## src/rtl/rng_cal_multi_knob.sv

```systemverilog
// rng_cal_multi_knob
// ------------------
// Bias calibration for an inverter-pair TRNG with several trim pairs.
// Each iteration lets the analog macro settle after a code change, counts
// the ones in a 2^WIN_LOG2-sample window and then nudges the active pair's
// conf1/conf0 codes toward balance. When a pair runs out of range in the
// required direction, the next pair is used. Calibration ends in DONE
// (balanced, or the direction reversed on the same pair) or in FAIL (every
// pair exhausted).
//
// Ports
//   clk               rising-edge clock
//   resetb            asynchronous active-low reset
//   start             one-cycle request; honoured only in IDLE/DONE/FAIL
//   bit_from_inv_pair raw RNG bit, already synchronised to clk
//   conf1_bus         conf1 codes, pair k at [k*CONF_W +: CONF_W]
//   conf0_bus         conf0 codes, same packing
//   knob_idx          active pair index
//   ones_last         ones count of the most recent completed window
//   busy              high in every state except IDLE/DONE/FAIL
//   done              level, calibration converged
//   fail              level, all pairs exhausted
//   pres_state_out    current FSM state encoding
module rng_cal_multi_knob #(
  parameter int CONF_W     = 4,
  parameter int N_KNOBS    = 3,
  parameter int WIN_LOG2   = 6,
  parameter int TOL        = 2,
  parameter int SETTLE_CYC = 4
) (
  input  logic                       clk,
  input  logic                       resetb,
  input  logic                       start,
  input  logic                       bit_from_inv_pair,
  output logic [N_KNOBS*CONF_W-1:0]  conf1_bus,
  output logic [N_KNOBS*CONF_W-1:0]  conf0_bus,
  output logic [2:0]                 knob_idx,
  output logic [WIN_LOG2:0]          ones_last,
  output logic                       busy,
  output logic                       done,
  output logic                       fail,
  output logic [3:0]                 pres_state_out
);

  typedef enum logic [2:0] {
    IDLE      = 3'd0,
    SETTLE    = 3'd1,
    SAMPLE    = 3'd2,
    EVAL      = 3'd3,
    ADJUST    = 3'd4,
    NEXT_KNOB = 3'd5,
    DONE      = 3'd6,
    FAIL      = 3'd7
  } state_t;

  typedef enum logic [1:0] {
    DIR_NONE = 2'd0,
    DIR_HI   = 2'd1,
    DIR_LO   = 2'd2
  } dir_t;

  localparam int CNT_W = WIN_LOG2 + 1;
  localparam int HALF  = 2 ** (WIN_LOG2 - 1);
  localparam int SET_W = (SETTLE_CYC > 1) ? $clog2(SETTLE_CYC) : 1;

  localparam logic [CONF_W-1:0] MID   = CONF_W'(2 ** (CONF_W - 1));
  localparam logic [CONF_W-1:0] MAXC  = {CONF_W{1'b1}};
  localparam logic [CNT_W-1:0]  HI_TH = CNT_W'(HALF + TOL);
  localparam logic [CNT_W-1:0]  LO_TH = CNT_W'(HALF - TOL);
  localparam logic [SET_W-1:0]  SETTLE_LAST = SET_W'(SETTLE_CYC - 1);
  localparam logic [2:0]        LAST_KNOB   = 3'(N_KNOBS - 1);

  state_t              state, state_nxt;
  dir_t                last_dir;
  logic [SET_W-1:0]    settle_cnt;
  logic [WIN_LOG2-1:0] samp_cnt;
  logic [CNT_W-1:0]    ones_cnt;

  logic [CONF_W-1:0]   cur1, cur0;
  logic                cnt_hi, cnt_lo, adj_hi;
  logic                hi_exh, lo_exh;

  // Codes of the active trim pair, picked out of the packed buses.
  always_comb begin
    cur1 = '0;
    cur0 = '0;
    for (int k = 0; k < N_KNOBS; k++) begin
      if (knob_idx == 3'(k)) begin
        cur1 = conf1_bus[k*CONF_W +: CONF_W];
        cur0 = conf0_bus[k*CONF_W +: CONF_W];
      end
    end
  end

  // Bias decisions. EVAL judges the fresh count; ADJUST re-derives the same
  // direction from ones_last, which EVAL has just loaded. Thresholds are
  // unsigned and HALF-TOL is always >= 1, so nothing underflows.
  always_comb begin
    cnt_hi = ones_cnt > HI_TH;
    cnt_lo = ones_cnt < LO_TH;
    adj_hi = ones_last > HI_TH;
    hi_exh = (cur1 == '0) && (cur0 == MAXC);
    lo_exh = (cur0 == '0) && (cur1 == MAXC);
  end

  always_ff @(posedge clk or negedge resetb) begin
    if (!resetb) state <= IDLE;
    else         state <= state_nxt;
  end

  // Next-state logic.
  always_comb begin
    state_nxt = state;
    case (state)
      IDLE, DONE, FAIL: if (start) state_nxt = SETTLE;
      SETTLE:           if (settle_cnt == SETTLE_LAST) state_nxt = SAMPLE;
      SAMPLE:           if (&samp_cnt) state_nxt = EVAL;
      EVAL: begin
        if (!cnt_hi && !cnt_lo)
          state_nxt = DONE;
        else if ((cnt_hi && last_dir == DIR_LO) || (cnt_lo && last_dir == DIR_HI))
          state_nxt = DONE;
        else if ((cnt_hi && hi_exh) || (cnt_lo && lo_exh))
          state_nxt = NEXT_KNOB;
        else
          state_nxt = ADJUST;
      end
      ADJUST:           state_nxt = SETTLE;
      NEXT_KNOB:        state_nxt = (knob_idx == LAST_KNOB) ? FAIL : SETTLE;
      default:          state_nxt = IDLE;
    endcase
  end

  // Datapath: counters, trim codes, pair index and direction memory.
  // settle_cnt is left at zero whenever SETTLE is exited, so ADJUST and
  // NEXT_KNOB can enter SETTLE without touching it.
  always_ff @(posedge clk or negedge resetb) begin
    if (!resetb) begin
      conf1_bus  <= {N_KNOBS{MID}};
      conf0_bus  <= {N_KNOBS{MID}};
      knob_idx   <= '0;
      ones_last  <= '0;
      last_dir   <= DIR_NONE;
      settle_cnt <= '0;
      samp_cnt   <= '0;
      ones_cnt   <= '0;
    end else begin
      case (state)
        IDLE, DONE, FAIL: begin
          if (start) begin
            conf1_bus  <= {N_KNOBS{MID}};
            conf0_bus  <= {N_KNOBS{MID}};
            knob_idx   <= '0;
            last_dir   <= DIR_NONE;
            settle_cnt <= '0;
          end
        end
        SETTLE: begin
          if (settle_cnt == SETTLE_LAST) begin
            settle_cnt <= '0;
            samp_cnt   <= '0;
            ones_cnt   <= '0;
          end else begin
            settle_cnt <= settle_cnt + 1'b1;
          end
        end
        SAMPLE: begin
          ones_cnt <= ones_cnt + {{WIN_LOG2{1'b0}}, bit_from_inv_pair};
          samp_cnt <= samp_cnt + 1'b1;
        end
        EVAL: ones_last <= ones_cnt;
        ADJUST: begin
          // Exactly one code of the active pair moves by one step.
          for (int k = 0; k < N_KNOBS; k++) begin
            if (knob_idx == 3'(k)) begin
              if (adj_hi) begin
                if (cur1 != '0) conf1_bus[k*CONF_W +: CONF_W] <= cur1 - 1'b1;
                else            conf0_bus[k*CONF_W +: CONF_W] <= cur0 + 1'b1;
              end else begin
                if (cur0 != '0) conf0_bus[k*CONF_W +: CONF_W] <= cur0 - 1'b1;
                else            conf1_bus[k*CONF_W +: CONF_W] <= cur1 + 1'b1;
              end
            end
          end
          last_dir <= adj_hi ? DIR_HI : DIR_LO;
        end
        NEXT_KNOB: begin
          if (knob_idx != LAST_KNOB) begin
            knob_idx <= knob_idx + 3'd1;
            last_dir <= DIR_NONE;
          end
        end
        default: ;
      endcase
    end
  end

  always_comb begin
    busy           = !((state == IDLE) || (state == DONE) || (state == FAIL));
    done           = (state == DONE);
    fail           = (state == FAIL);
    pres_state_out = {1'b0, state};
  end

endmodule

```

## config.mk

```make
export PLATFORM = sky130hd
export DESIGN_NAME = rng_cal_multi_knob
export DESIGN_NICKNAME = d
export VERILOG_FILES = /design/src/rtl/rng_cal_multi_knob.sv
export SDC_FILE = /design/constraint.sdc
export NUM_CORES = 1
export LEC_CHECK = 0
export CORE_UTILIZATION = 30
export CTS_CLUSTER_SIZE = 8
export DETAILED_ROUTE_END_ITERATION = 6
export SYNTH_ARGS = -nofsm -noshare
export SYNTH_HDL_FRONTEND = slang
export SYNTH_SLANG_ARGS = --single-unit
```

## constraint.sdc

```tcl
create_clock -name clk -period 5.2 [get_ports clk]
set_clock_uncertainty 0.1 [all_clocks]
set_input_delay 1.04 -clock clk [delete_from_list [all_inputs] [get_ports clk]]
set_output_delay 1.04 -clock clk [all_outputs]
set_load 0.05 [all_outputs]
```

==> metrics.md <==
| Metric | Value |
|---|---|
| Status | completed |
| R2r setup slk | 1.96 ns |
| Hold WC Path Type | flip-flop to flip-flop |
| Mean routed wirelength per cell | 16.3 um |
| Reg power frac | 0.296 |
| Synth cell types | 57 |
| H-tree depth | 2 |
| Critical Path Slowest Stage Cell | clkdlybuf4s50_1 |
| Worst path bufs/invs | 2 |
| WP depth | 4 |
| Fillers | 1,041 |
| Max-slew headroom | 0.396 |
| Critical path origin | state[1] |
| Crit-path max cell delay | 0.81 ns |
| Net Sw Power | 0.994 mW |
| Unrepaired setup endpoints after global routing | no |
| Routed wire length | 8390 um |
| Largest net degree at the start of global routing | 55 |
| Width of the die | 106 um |
| Vias/cell | 5.42 |
| CTS root buf | clkbuf_8 |
| Capturing point of the worst reg2reg path | conf1_bus[10] |
| 1st-iter DRT viols | 198 |
| Flops & latches, synth | 54 |
| Comb power frac | 0.563 |
| Synth Area per Inst | 9.45 um2 |
| Placeable core area | 10,400 um2 |
| Reg clk slew, reported paths | 0.10 ns |
| EDFF count, synth | 0 |
| Final Max Tran Viols | 0 |
| Cells along the critical path | inv_1, nor2_1, and2_1, clkdlybuf4s50_1 |
| Final core utilization | 0.372 |
| Setup TNS | 0 ns |
| # rows | 37 |
| Worst Setup EP | done |
| FMAX | 289 MHz |
| Area Overhead vs Synth | 19.0% |
| CTS Buffer Depth | 2 |
| Worst EP required | 4.06 ns |
| Postcts setup bufs | 0 |
| Clock Latency Late Sink | 0.31 ns |
| # port buffers | 43 |
| Setup WS post-layout | 1.74 ns |
| Sequential fraction of the synthesis area | 0.417 |
| Top delay family on crit path | buffers and inverters |
| Syn_nets | 362 |
| # IOs | 45 |
| CTS Hold Bufs | 0 |
| Hold Violations, Final | 0 |
| Part of the cycle the worst path needs | 0.665 |
| Setup violations, final | 0 |
| DRC | 0 |
| CTS tree | yes |
| Crit path launch type | flip-flop |
| Leakage | 1.61 nW |
| Nets | 396 |
| Initial antenna violation count | 0 |
| Synth area leaders | dfrtp_1 37%, dfstp_2 4.8%, ha_1 4.6% |
| Die Y | 106 um |
| Starting Density | 0.313 |
| Sw Ratio | 0.487 |
| Overall routing resource usage | 0.153 |
| Clk pwr share | 0.141 |
| Total die area | 11,300 um2 |
| Power Internal | 1.05 mW |
| First drt pass iteration count | 4 |
| RD Place Congestion | 0.857 |
| Clock sink count | 54 |
| Most common cell after layout, fill and taps aside | dfrtp_1 |
| Synthesized cell area | 3260 um2 |
| Ys async rst share | 1.00 |
| Post-Synthesis Cells | 345 |
| CP max FO | 18 |
| CP arrival | 2.32 ns |
| Worst-margin pin slew | 0.907 ns |
| Critical path capture point type | output port |
| Worst Reg-to-Reg Cells | 10 |
| Reg-to-Reg Start | knob_idx[0] |
| DRT antenna net count | 0 |
| Commonest cells after routing, fill and taps aside | 48 x dfrtp_1, 42 x clkdlybuf4s50_1, 25 x nand2_1, 24 x a21oi_1 |
| Max VDD drop | 0.237 mV |
| Vias in the first global route | 2,719 |
| Kind of critical path | flip-flop to output port |
| Number of diodes | 0 |
| Global-route wire length before repair | 13,800 um |
| Worst slack at placement | 1.82 ns |
| Pwr Density | 526 nW/um2 |
| GRT Residual Overflow | 0 |
| Num CTS Buffers | 5 |
| Vias | 2,795 |
| Top cell type's share of synthesized area | 0.368 |
| Layout cells sized above 1 | 0.0789 |
| PostCTS Resize Cnt | 0 |
| Yosys top cell by area | dfrtp_1 |
| Post-route minimum period | 3.46 ns |
| Post-detail-place hpwl | 6080 um |
| Synthesis Warnings | 0 |
| Maxcap violations | 0 |
| Most used DFF post-synth | dfrtp_1 |
-- power by group through the flow --
stage	combinational (mW)	sequential (mW)	clock, mW
floorplan	0.677	0.719	0
global placement	1.13	0.606	0
detailed placement	1.14	0.610	0
CTS	1.15	0.602	0.297
global route	1.26	0.620	0.310
finish	1.15	0.604	0.288
-- per-layer routing --
layer / GRT usage / vias up / routed length [um]
li1: - / 1360 / -
met1: 0.211 / 1360 / 3950
met2: 0.248 / 66 / 3970
met3: 0.0227 / 9 / 362
met4: 0.0456 / 0 / 108
met5: 0 / - / 0
-- stage by stage --
stage / instance area [um2] / hold slack (ns) / power [mW] / std cells
3_5_place_dp: 3770 / 0.369 / 1.75 / 508
4_1_cts: 3880 / 0.384 / 2.05 / 516
5_1_grt: 3880 / 0.411 / 2.19 / 516
3_3_place_gp: 3770 / 0.363 / 1.73 / 508
2_1_floorplan: 3260 / 0.352 / 1.40 / 345
6_report: 3880 / 0.383 / 2.04 / 516
-- tightest hold or removal path, delay by kind of cell, from the launching register on --
kind	cells	cell delay, ns
AO/OA/AOI/OAI	1	0.05
buffers and inverters	1	0.05
flip-flops	1	0.39
-- flip-flops by register name, indices dropped and copies added, names as in the netlist --
register	flops
conf0_bus	12
conf1_bus	12
ones_cnt	7
ones_last	7
samp_cnt	6
knob_idx	3
state	3
last_dir	2
settle_cnt	2
-- Yosys cell counts (all sizes together), types with 2 or more instances --
cell / number
a211oi: 3
a21boi: 2
a21o: 3
a21oi: 24
a221o: 2
a221oi: 4
a22o: 4
a2bb2oi: 4
a31oi: 6
a32o: 7
a32oi: 3
a41oi: 3
and2: 10
and3: 2
buf: 7
clkbuf: 11
dfrtp: 48
dfstp: 6
ha: 12
inv: 23
mux2: 11
nand2: 25
nand3: 16
nand3b: 6
nand4: 5
nor2: 13
nor2b: 9
nor3: 8
o211ai: 2
o21ai: 24
o22ai: 2
o2bb2ai: 2
o31ai: 6
o32ai: 10
or3: 2
xnor2: 4
xor2: 3
-- final cells by class --
type / instances / area [um2] / area share
clock buffers: 5 / 68.8 / 0.0177
multi-input cells: 250 / 1720 / 0.442
inverters: 23 / 86.3 / 0.0223
repair buffers: 45 / 440 / 0.114
flip-flops and latches: 54 / 1360 / 0.350
clock inverters: 3 / 40.0 / 0.0103
well taps: 136 / 170 / 0.0439
-- cells by family (layout without fill, tap and decap cells) --
family / count (synthesis) / after routing / synth area share
AOI/OAI and AO/OA: 115 / 115 / 0.251
and+or+nand+nor: 103 / 103 / 0.165
DFF: 54 / 54 / 0.417
buffers and inverters: 41 / 76 / 0.0572
adders and majority gates: 13 / 13 / 0.0522
muxes: 11 / 11 / 0.0380
xor gates and xnor gates: 7 / 7 / 0.0188
other: 1 / 1 / 0.00115
-- worst min-delay path by stage --
stage                            start  cells after the start      endpoint
after floorplan            samp_cnt[5]                      1   samp_cnt[5]
after global placement    conf1_bus[3]                      2  conf1_bus[3]
after detailed placement  conf1_bus[3]                      2  conf1_bus[3]
after CTS                 conf1_bus[7]                      2  conf1_bus[7]
after global routing      conf1_bus[3]                      2  conf1_bus[3]
final                     conf1_bus[7]                      2  conf1_bus[7]
Power figures use the tool's default switching activity.
